===== src/rtl/inst_mem_fetch.sv =====
// Instruction memory with a clear/load/fetch front end.
// CLEAR zeroes the array after reset. LOAD writes the program. IDLE/RUN serve one fetch per cycle.
module inst_mem_fetch #(
    parameter int          DATA_W  = 16,
    parameter int          ADDR_W  = 8,
    parameter int          DEPTH   = 128,
    parameter logic [3:0]  HALT_OP = 4'hE
) (
    input  logic              clk,
    input  logic              rst_n,
    input  logic              load_en,
    input  logic              load_we,
    input  logic [ADDR_W-2:0] load_addr,
    input  logic [DATA_W-1:0] load_data,
    input  logic              fetch_req,
    input  logic [ADDR_W-1:0] fetch_addr,
    output logic              fetch_ready,
    input  logic              inst_stall,
    output logic              inst_valid,
    output logic [DATA_W-1:0] inst_out,
    output logic [1:0]        fault_code,
    output logic              halted,
    output logic              busy
);

    localparam int                AW_M      = (DEPTH > 1) ? $clog2(DEPTH) : 1;
    localparam int unsigned       LAST_I    = DEPTH - 1;
    localparam logic [AW_M-1:0]   CLR_LAST  = LAST_I[AW_M-1:0];
    localparam logic [AW_M-1:0]   CLR_ONE   = AW_M'(1);
    localparam logic [ADDR_W-1:0] DEPTH_A   = ADDR_W'(DEPTH);
    localparam logic [1:0]        F_OK      = 2'b00;
    localparam logic [1:0]        F_MIS     = 2'b01;
    localparam logic [1:0]        F_OOR     = 2'b10;

    typedef enum logic [1:0] {
        ST_CLEAR = 2'd0,
        ST_IDLE  = 2'd1,
        ST_LOAD  = 2'd2,
        ST_RUN   = 2'd3
    } state_t;

    state_t            state_r;
    logic [AW_M-1:0]   clr_cnt_r;
    logic [DATA_W-1:0] mem_r [0:DEPTH-1];
    logic              inst_valid_r;
    logic [DATA_W-1:0] inst_out_r;
    logic [1:0]        fault_r;
    logic              halted_r;

    logic              active_s;
    logic              stall_s;
    logic              ready_s;
    logic              go_load_s;
    logic              accept_s;
    logic [ADDR_W-2:0] idx_s;
    logic [1:0]        fault_s;
    logic [DATA_W-1:0] data_s;
    logic              halt_hit_s;
    logic              ld_ok_s;

    // Handshake decode and fetch result lookup; misalignment is checked before range.
    always_comb begin
        active_s   = (state_r == ST_IDLE) || (state_r == ST_RUN);
        stall_s    = inst_valid_r && inst_stall;
        ready_s    = active_s && !load_en && !halted_r && !stall_s;
        go_load_s  = active_s && load_en && !stall_s;
        accept_s   = ready_s && fetch_req;
        idx_s      = fetch_addr[ADDR_W-1:1];
        ld_ok_s    = ({1'b0, load_addr} < DEPTH_A);
        if (fetch_addr[0]) begin
            fault_s = F_MIS;
            data_s  = '0;
        end else if ({1'b0, idx_s} >= DEPTH_A) begin
            fault_s = F_OOR;
            data_s  = '0;
        end else begin
            fault_s = F_OK;
            data_s  = mem_r[idx_s[AW_M-1:0]];
        end
        halt_hit_s = (fault_s == F_OK) && (data_s[DATA_W-1 -: 4] == HALT_OP);
    end

    // Memory write port shared by the clear sweep and program load; no reset on the array itself.
    always_ff @(posedge clk) begin
        if (rst_n && (state_r == ST_CLEAR)) begin
            mem_r[clr_cnt_r] <= '0;
        end else if (rst_n && (state_r == ST_LOAD) && load_we && ld_ok_s) begin
            mem_r[load_addr[AW_M-1:0]] <= load_data;
        end
    end

    // Control FSM with registered instruction output stage.
    always_ff @(posedge clk) begin
        if (!rst_n) begin
            state_r      <= ST_CLEAR;
            clr_cnt_r    <= '0;
            inst_valid_r <= 1'b0;
            inst_out_r   <= '0;
            fault_r      <= F_OK;
            halted_r     <= 1'b0;
        end else begin
            case (state_r)
                ST_CLEAR: begin
                    inst_valid_r <= 1'b0;
                    if (clr_cnt_r == CLR_LAST) begin
                        state_r <= ST_IDLE;
                    end else begin
                        clr_cnt_r <= clr_cnt_r + CLR_ONE;
                    end
                end
                ST_LOAD: begin
                    if (!load_en) begin
                        state_r <= ST_IDLE;
                    end
                end
                ST_IDLE, ST_RUN: begin
                    if (go_load_s) begin
                        state_r      <= ST_LOAD;
                        halted_r     <= 1'b0;
                        inst_valid_r <= 1'b0;
                    end else if (accept_s) begin
                        state_r      <= ST_RUN;
                        inst_valid_r <= 1'b1;
                        inst_out_r   <= data_s;
                        fault_r      <= fault_s;
                        if (halt_hit_s) begin
                            halted_r <= 1'b1;
                        end
                    end else if (!stall_s) begin
                        inst_valid_r <= 1'b0;
                        // RUN drains back to IDLE once the output is empty and no one asks.
                        if ((state_r == ST_RUN) && !inst_valid_r && !fetch_req) begin
                            state_r <= ST_IDLE;
                        end
                    end
                end
                default: begin
                    state_r   <= ST_CLEAR;
                    clr_cnt_r <= '0;
                end
            endcase
        end
    end

    assign fetch_ready = ready_s;
    assign inst_valid  = inst_valid_r;
    assign inst_out    = inst_out_r;
    assign fault_code  = fault_r;
    assign halted      = halted_r;
    assign busy        = (state_r == ST_CLEAR) || (state_r == ST_LOAD);

endmodule


===== config.mk =====
export PLATFORM = sky130hd
export DESIGN_NAME = inst_mem_fetch
export DESIGN_NICKNAME = d
export VERILOG_FILES = /design/src/rtl/inst_mem_fetch.sv
export SDC_FILE = /design/constraint.sdc
export NUM_CORES = 2
export LEC_CHECK = 0
export BUFFER_PORTS_ARGS = -buffer_cell sky130_fd_sc_hd__buf_2
export CAP_MARGIN = 20
export CORE_ASPECT_RATIO = 0.6
export CORE_MARGIN = 2
export CORE_UTILIZATION = 48
export DETAILED_ROUTE_END_ITERATION = 12
export RECOVER_POWER = 25
export SYNTH_ARGS = -nofsm -noshare
export SYNTH_HDL_FRONTEND = slang
export SYNTH_SLANG_ARGS = --single-unit

===== constraint.sdc =====
create_clock -name clk -period 12.47 [get_ports clk]
set_clock_uncertainty 0.2 [all_clocks]
set_input_delay 3.741 -clock clk [delete_from_list [all_inputs] [get_ports clk]]
set_output_delay 3.741 -clock clk [all_outputs]
set_load 0.01 [all_outputs]

==> results.py <==
metrics = {
    "status": {
        "status": "finished, violations left",
        "violations": "max-capacitance violations, max-slew violations",
    },
    "layout": {
        "final_nets": 3702,
        "area_growth_syn_to_layout_pct": 12.2,
        "stdcell_area_sq_um": 89600,
        "drive_gt1_frac": 0.286,
        "fillers": 12200,
        "final_cells": 6038,
    },
    "sta": {
        "tightest_slew_ps": 4010,
        "period_share": 0.744,
        "rsz0062_at_grt": "no",
        "finalSetupTns_ps": 0,
        "period_needed_ps": 9280,
        "finalHoldViolations": 0,
        "setup-violations-final": 0,
        "max_freq_ghz": 0.108,
        "slew_headroom": -1.67,
        "maxSlewViolCount": 784,
        "holdWs_ps": 302,
    },
    "routing": {
        "wl_per_cell_microns": 33.9,
        "firstDrtPassIters": 6,
        "drtIter0Drc": 5533,
        "finalWirelength_microns": 204000,
        "viasPerCell": 6.31,
        "drc": 0,
        "vias": 38100,
        "ant_nets": 0,
    },
    "critical_path": {
        "arrival_ps": 9590,
        "crit_top_cell": "clkbuf_1",
        "worst_setup_path_start_kind": "input pin",
        "cp_slowest_cell": "and2_0",
        "critical_path_class": "input pin to flop",
        "setup.worst_path.end_class": "flop",
        "worstPathCellList": "clkbuf_1, nor2b_1, and3_1, clkbuf_1, and2_0, buf_4",
        "slowest_delay_ps": 2910,
        "crit_fanout": 65,
        "required_ps": 12780,
    },
    "grt": {
        "grt_max_degree": 168,
        "grt.overflow.total": 0,
        "grt_usage": 0.243,
        "grt_pass1_wl_microns": 289000,
        "antenna_found_initial": 23,
        "grt_pass1_vias": 37700,
    },
    "synthesis": {
        "synth_edf_count": 2048,
        "synth_top_area_share": 0.770,
        "async_reset_ff_frac": 0,
        "synth_ff_type": "edfxtp_1",
        "syn_area_sq_um": 79900,
        "postSynthCellCount": 3412,
        "ys_seq_area_frac": 0.777,
        "ys_warn_count": 0,
        "synthDistinctLibCells": 58,
        "synth_area_leaders": "edfxtp_1 77%, mux4_2 17%, nor2_1 0.74%",
        "synth_top_area_cell": "edfxtp_1",
        "synth-seq-cells": 2076,
        "avgSynthCellArea_sq_um": 23.4,
        "synth_fp_nets": 3450,
    },
    "clock_tree": {
        "clk_latency_ps": 840,
        "cts_buffers": 189,
        "cts_max_level": 4,
        "cts.sinks": 2076,
        "clockBufferDepth": 4,
        "path_clk_slew_ps": 60,
        "cts-root-buf": "clkbuf_16",
        "cts.repair.resized": 0,
        "cts_tree": "built",
        "ctsHoldBuffers": 0,
        "post_cts_buffers": 0,
    },
    "power": {
        "power_mw": 13.7,
        "ir_drop_mv": 0.167,
        "p_leak_nw": 32.4,
        "power.density_nw_per_um2": 153,
    },
    "die": {
        "core_area_sq_um": 165000,
        "die_w_microns": 531,
        "fp.dieH_microns": 320,
        "start_util": 0.485,
        "design.die.area_sq_um": 170000,
        "ioPinCount": 59,
        "rows": 115,
    },
    "place": {
        "dpl.cell_count": 5692,
        "place_congestion": 0.899,
        "dpl_cell_area_sq_um": 83600,
        "dp_hpwl_microns": 121000,
        "io_buffers": 57,
    },
    "hold_path": {
        "hold_class": "flop to flop",
    },
    "job": {
        "drv_cap": 16,
    },
}
## worst max-delay path: cells and delay by family
kind	cells	cell delay [ps]
AND/OR/NAND/NOR	3	3300
buffers and inverters	3	2220
## registers in the layout, summed over array words and instances (netlist names)
name,cells
mem_r,2048
inst_valid,1
fault_code,1
state_r,2
inst_out,16
halted,1
clr_cnt_r,7
## routing by layer
metal / track usage / routed length [microns]
met1: 0.378 / 87400
met2: 0.349 / 90900
met3: 0.0521 / 20600
met4: 0.0679 / 5450
met5: 0 / 49
## cells in the final DEF (no fill, tap or decap), drive strengths merged, types with 12 or more instances in the layout
| cell type | n |
|---|---|
| nand3 | 27 |
| nor2 | 157 |
| and2 | 21 |
| nor2b | 12 |
| and3 | 14 |
| o21ai | 12 |
| clkbuf | 268 |
| bufinv | 19 |
| mux2i | 52 |
| clkinv | 71 |
| mux4 | 614 |
| nand3b | 14 |
| nand2 | 79 |
| a221o | 12 |
| edfxtp | 2048 |
| a22oi | 17 |
| buf | 206 |
| dfxtp | 28 |
## cell families after synthesis
group / Yosys count / share of synthesized area
DFF: 2076 / 0.777
xor gates and xnor gates: 4 / 0.000439
other: 1 / 0.0000469
muxes: 669 / 0.180
buffers and inverters: 189 / 0.0114
and+or+nand+nor: 365 / 0.0210
adders and majority gates: 1 / 0.000157
AOI/OAI and AO/OA: 107 / 0.0103
## layout make-up
| cell class | instances | area, sq um | area share |
|---|---|---|---|
| clock inverters | 100 | 970 | 0.0108 |
| clock buffers | 233 | 5020 | 0.0560 |
| diodes | 9 | 22.5 | 0.000251 |
| flip-flops and latches | 2076 | 62100 | 0.692 |
| multi-input cells | 1147 | 17000 | 0.189 |
| repair buffers | 241 | 1770 | 0.0197 |
| inverters | 9 | 38.8 | 0.000433 |
| well taps | 2223 | 2780 | 0.0310 |
## stage by stage
stage,utilization,worst slack (ps)
after floorplan,-,4310
after global placement,0.508,3700
after detailed placement,0.508,3870
after CTS,0.544,3870
after global routing,0.544,2820
final,0.544,3190
## synth_stat cells (all sizes together), types with 11 or more instances
cell and number:
a22oi 17, and2 21, nand3 27, buf 101
edfxtp 2048, nor3 11, nand3b 14, and3 14
mux2i 52, nor2b 12, clkbuf 79, dfxtp 28
nand2 79, a221o 12, mux4 614, nor2 157
o21ai 12
## power breakdown
part,internal [mW],switching (mW)
logic,0.150,0.233
registers,7.55,0.00360
clock network,3.24,2.50
## path summary, 6_finish.rpt
kind / startpoint / end / slack (ps) / depth (start not counted)
max: rst_n / mem_r[69][4] / 3190 / 6
min: fault_code[0] / fault_code[0] / 300 / 2
max reg2reg: state_r[0] / mem_r[69][4] / 5640 / 6
min reg2reg: fault_code[0] / fault_code[0] / 300 / 2
No activity file was read; power rests on OpenSTA's default activity.
